$ cat src/rtl/ydm_wait_stage.sv
`default_nettype none
// ============================================================================
//  Module   : ydm_wait_stage
//  Purpose  : Multi-cycle data-memory access stage between yEX and yWB.
//             Runs a req/ack handshake to a slow data memory, stalls the
//             core through in_ready and reports misaligned, conflicting and
//             timed-out accesses as a faulting completion.
//  Revision : 1.0 - initial release
// ============================================================================
module ydm_wait_stage #(
  parameter int DATA_W  = 32,
  parameter int TIMEOUT = 16
) (
  input  logic              clk,
  input  logic              INT,
  input  logic              in_valid,
  output logic              in_ready,
  input  logic [DATA_W-1:0] z,
  input  logic [DATA_W-1:0] rd2,
  input  logic              MemRead,
  input  logic              MemWrite,
  output logic              out_valid,
  output logic [DATA_W-1:0] memOut,
  output logic              fault,
  output logic              mem_req,
  output logic              mem_we,
  output logic [DATA_W-1:0] mem_addr,
  output logic [DATA_W-1:0] mem_wdata,
  input  logic              mem_ack,
  input  logic [DATA_W-1:0] mem_rdata
);

  // Wait counter wide enough to hold TIMEOUT-1; cleared on every accept so it
  // never needs to wrap.
  localparam int              CNT_W    = (TIMEOUT > 2) ? $clog2(TIMEOUT) : 1;
  localparam logic [CNT_W-1:0] CNT_LAST = CNT_W'(TIMEOUT - 1);

  typedef enum logic [1:0] {
    S_IDLE  = 2'd0,
    S_REQ   = 2'd1,
    S_DONE  = 2'd2,
    S_FAULT = 2'd3
  } state_t;

  state_t              state_q, state_d;
  logic [CNT_W-1:0]    cnt_q, cnt_d;
  logic                we_q, we_d;
  logic [DATA_W-1:0]   addr_q, addr_d;
  logic [DATA_W-1:0]   wdata_q, wdata_d;
  logic [DATA_W-1:0]   mem_out_q, mem_out_d;

  logic                w_any_op;
  logic                w_bad_op;

  // A request is illegal when it asks for both read and write, or when a
  // memory op targets a non-word-aligned byte address.
  always_comb begin
    w_any_op = MemRead | MemWrite;
    w_bad_op = (MemRead & MemWrite) | ((z[1:0] != 2'b00) & w_any_op);
  end

  // Next-state and datapath update: hold everything unless the FSM says so.
  always_comb begin
    state_d   = state_q;
    cnt_d     = cnt_q;
    we_d      = we_q;
    addr_d    = addr_q;
    wdata_d   = wdata_q;
    mem_out_d = mem_out_q;
    case (state_q)
      S_IDLE: begin
        if (in_valid) begin
          if (w_bad_op) begin
            state_d = S_FAULT;
          end else if (!w_any_op) begin
            state_d = S_DONE;
          end else begin
            state_d = S_REQ;
            addr_d  = {z[DATA_W-1:2], 2'b00};
            wdata_d = rd2;
            we_d    = MemWrite;
            cnt_d   = '0;
          end
        end
      end
      S_REQ: begin
        // An ack on the same edge as the timeout still completes normally.
        if (mem_ack) begin
          state_d = S_DONE;
          if (!we_q) begin
            mem_out_d = mem_rdata;
          end
        end else if (cnt_q == CNT_LAST) begin
          state_d = S_FAULT;
        end else begin
          cnt_d = cnt_q + 1'b1;
        end
      end
      S_DONE:  state_d = S_IDLE;
      S_FAULT: state_d = S_IDLE;
      default: state_d = S_IDLE;
    endcase
  end

  // State and datapath registers; reset also aborts an access in flight.
  always_ff @(posedge clk) begin
    if (INT) begin
      state_q   <= S_IDLE;
      cnt_q     <= '0;
      we_q      <= 1'b0;
      addr_q    <= '0;
      wdata_q   <= '0;
      mem_out_q <= '0;
    end else begin
      state_q   <= state_d;
      cnt_q     <= cnt_d;
      we_q      <= we_d;
      addr_q    <= addr_d;
      wdata_q   <= wdata_d;
      mem_out_q <= mem_out_d;
    end
  end

  // Handshake and completion strobes decode straight from the state register.
  always_comb begin
    in_ready  = (state_q == S_IDLE);
    mem_req   = (state_q == S_REQ);
    out_valid = (state_q == S_DONE) | (state_q == S_FAULT);
    fault     = (state_q == S_FAULT);
    mem_we    = we_q;
    mem_addr  = addr_q;
    mem_wdata = wdata_q;
    memOut    = mem_out_q;
  end

endmodule
`default_nettype wire

$ cat config.mk
export PLATFORM = sky130hd
export DESIGN_NAME = ydm_wait_stage
export DESIGN_NICKNAME = d
export VERILOG_FILES = /design/src/rtl/ydm_wait_stage.sv
export SDC_FILE = /design/constraint.sdc
export NUM_CORES = 1
export LEC_CHECK = 0
export CAP_MARGIN = 20
export CORE_MARGIN = 5
export CORE_UTILIZATION = 37
export CTS_CLUSTER_DIAMETER = 60
export DETAILED_ROUTE_END_ITERATION = 8
export GPL_TIMING_DRIVEN = 0
export PLACE_DENSITY_LB_ADDON = 0.05
export SLEW_MARGIN = 20
export SYNTH_ARGS = -nofsm -noshare
export SYNTH_HDL_FRONTEND = slang
export SYNTH_SLANG_ARGS = --single-unit
export TNS_END_PERCENT = 20
$ cat constraint.sdc
create_clock -name clk -period 1.7 [get_ports clk]
set_clock_uncertainty 0.2 [all_clocks]
set_input_delay 0.255 -clock clk [delete_from_list [all_inputs] [get_ports clk]]
set_output_delay 0.255 -clock clk [all_outputs]
set_load 0.1 [all_outputs]
==> results.cfg, run 1 <==
[status]
status = finished, violations left
violations = setup timing

[global_route]
grt_max_degree = 15
grt_pass1_wl_microns = 19700
antenna_found_initial = 0
overflow = 0
grt_util_all_layers_pct = 17.2
grt_pass1_vias = 3935

[timing]
drv_slew = 0
slew_headroom_pct = 64.1
setup_tns_ps = -6130
finalCriticalPeriod_ps = 1840
rsz0062_at_grt = true
holdWs_ps = 188
fin_ws_ps = -141
setup_viol = 68
fmax_mhz = 543
final-hold-violation-count = 0
period_share_pct = 108
tightest_slew_ps = 541

[drt]
vias = 3802
routed_wl_microns = 12300
ant_nets = 0
viasPerCell = 4.59
drc = 0
first_pass_iters = 4
drtIter0Drc = 108
wl_per_cell_microns = 14.8

[worst_setup_path]
r2r-end = mem_addr[4]
crit_arrival_ps = 1910
start_kind = flip-flop
reg2regPathDepth = 5
worstSetupPathType = reg -> reg
cp-startpoint = state_q[0]
worstSetupEndpointType = flip-flop
cp-endpoint = mem_addr[4]
r2r_setup_slack_ps = -140
worst-path-max-fanout = 8
crit_required_ps = 1770
r2r_start = state_q[0]

[final_layout]
fillers = 1058
area_delta_synth_final_pct = 57.1
drive_gt1_share_pct = 23.8
mostFrequentLayoutCells = nand2b_1, clkdlybuf4s50_1, dfxtp_1
instances_no_fill = 829
final_common_cell = nand2b_1
nNetsFinal = 787
utilization_pct = 59.3
diodes = 0

[clocking]
clk_pin_slew_ps = 60
htree_levels = 3
cts_tree = built
cts_buffer_depth = 2
cts_root_buf = clkbuf_16
cts_buffers = 9
insertion_delay_ps = 340
clkSinkCount = 101

[floorplan]
core_area_sq_um = 11400
initial_core_util_pct = 37.8
die_area_sq_um = 13900
die_width_microns = 118
rows = 39
ios = 203
die_h_microns = 118

[synthesis]
syn_area_sq_um = 4310
synth_cell_types = 36
yosysWarnings = 0
synthArstFlopShare_pct = 0
synth_area_leader_cell = dfxtp_1
synth_cells = 461
synth_edf_count = 0
ys_ff_latch = 101
synthTopCellsByArea = dfxtp_1, nand2b_1, mux2i_1
netlist.area_leader.share_pct = 46.9
synth_ff_type = dfxtp_1
ys_seq_area_share_pct = 46.9
syn_avg_cell_area_sq_um = 9.35

[place]
finalWeightedCongestion = 0.770
dp_hpwl_microns = 9150
port_buffers = 200
dp.cells = 805

[min_path]
min_path_type = in -> reg

[flow_run]
drv_cap = 0

[power]
p_int_uw = 4020
swShare_pct = 28.2
comb_power_share_pct = 21.0
p_seq_share_pct = 43.9
p_per_area_nw_per_um2 = 826
p_sw_uw = 1580
ir_drop_mv = 0.559
leakage_uw = 0.00269
power_uw = 5600
p_clk_share_pct = 35.1
-- layout make-up --
| cell class | count | area [sq um] | share of cell area (%) |
|---|---|---|---|
| repair buffers | 212 | 1860 | 27.5 |
| well taps | 143 | 179 | 2.64 |
| clock inverters | 1 | 5.00 | 0.0739 |
| flip-flops and latches | 101 | 2030 | 30.0 |
| plain buffers | 36 | 285 | 4.21 |
| clock buffers | 12 | 278 | 4.10 |
| multi-input cells | 321 | 2120 | 31.3 |
| inverters | 3 | 11.3 | 0.166 |
-- state kept, by name, indices dropped and copies added, names as in the netlist --
| name | cells |
|---|---|
| memOut | 32 |
| mem_wdata | 32 |
| mem_addr | 30 |
| cnt_q | 4 |
| state_q | 2 |
| mem_we | 1 |
-- power groups by stage --
stage | clock (uW) | combinational [uW] | sequential (uW)
after detailed placement | 0 | 1150 | 2510
after CTS | 2040 | 1170 | 2460
after floorplan | 0 | 336 | 2900
final | 1960 | 1170 | 2460
after global routing | 2120 | 1240 | 2460
after global placement | 0 | 1140 | 2510
-- layer usage --
metal,GRT usage [%],part of all wire [%]
met1,19.9,41
met2,29.2,49
met3,6.34,7.5
met4,5.59,1.6
met5,0,0
-- worst min path at each step --
| stage | from | end | slack [ps] | cells past startpoint |
|---|---|---|---|---|
| 5_1_grt | in_valid | state_q[1] | 190 | 3 |
| 6_report | in_valid | state_q[1] | 190 | 3 |
| 2_1_floorplan | mem_rdata[28] | memOut[28] | 190 | 2 |
| 3_3_place_gp | memOut[19] | memOut[19] | 240 | 2 |
| 3_5_place_dp | memOut[8] | memOut[8] | 250 | 2 |
| 4_1_cts | in_valid | state_q[1] | 170 | 3 |
-- Yosys cell counts (2+ instances only) --
| cell | count |
|---|---|
| nor2b_1 | 2 |
| buf_6 | 4 |
| a21oi_1 | 32 |
| nor2_1 | 3 |
| or4_1 | 2 |
| dfxtp_1 | 101 |
| buf_4 | 5 |
| mux2i_1 | 63 |
| nand2_1 | 64 |
| nand2b_1 | 129 |
| or3b_1 | 2 |
| o21ai_0 | 3 |
| clkbuf_1 | 26 |
| inv_1 | 3 |
-- cells by family (layout without fill, tap and decap cells) --
family / count (synthesis) / count (layout) / share of synthesized area [%]
flip-flops: 101 / 101 / 46.9
AND/OR/NAND/NOR: 212 / 212 / 27.8
AO/OA/AOI/OAI: 41 / 41 / 5.22
multiplexers: 64 / 64 / 14.9
buffers and inverters: 40 / 264 / 4.64
XOR/XNOR: 1 / 1 / 0.203
other: 1 / 2 / 0.0870
adder cells (fa/ha/maj): 1 / 1 / 0.290
-- worst max-delay path, cell delays in order, from the launching register on --
cell and delay (ps):
dfxtp_4 350, or3b_4 400, nor4_4 200, buf_6 260, clkbuf_16 180, mux2i_1 170
-- metrics by stage --
stage	cell area, sq um	setup WS (ps)
final	6770	-141
after CTS	6880	-218
after detailed placement	6500	-838
after global placement	6500	-809
after floorplan	4320	-142
after global routing	6770	-208
-- repair_timing --
item,in CTS,in global routing
gates resized for setup,447,97
pin swaps,1,5
buffers inserted,5,1
gates cloned,1,5
hold buffers,0,0
endpoints found under the setup margin,200,162
Power figures use the tool's default switching activity.
==> run 2, diff against run 1 <==
- SLEW_MARGIN: 20 -> not set
==> results of run 2 <==
No change in the layout: final DEF, timing and power equal those of run 1.
==> run 3, diff against run 2 <==
- GPL_ROUTABILITY_DRIVEN: not set -> 0
==> results of run 3 <==
No change in the layout: final DEF, timing and power equal those of run 1.
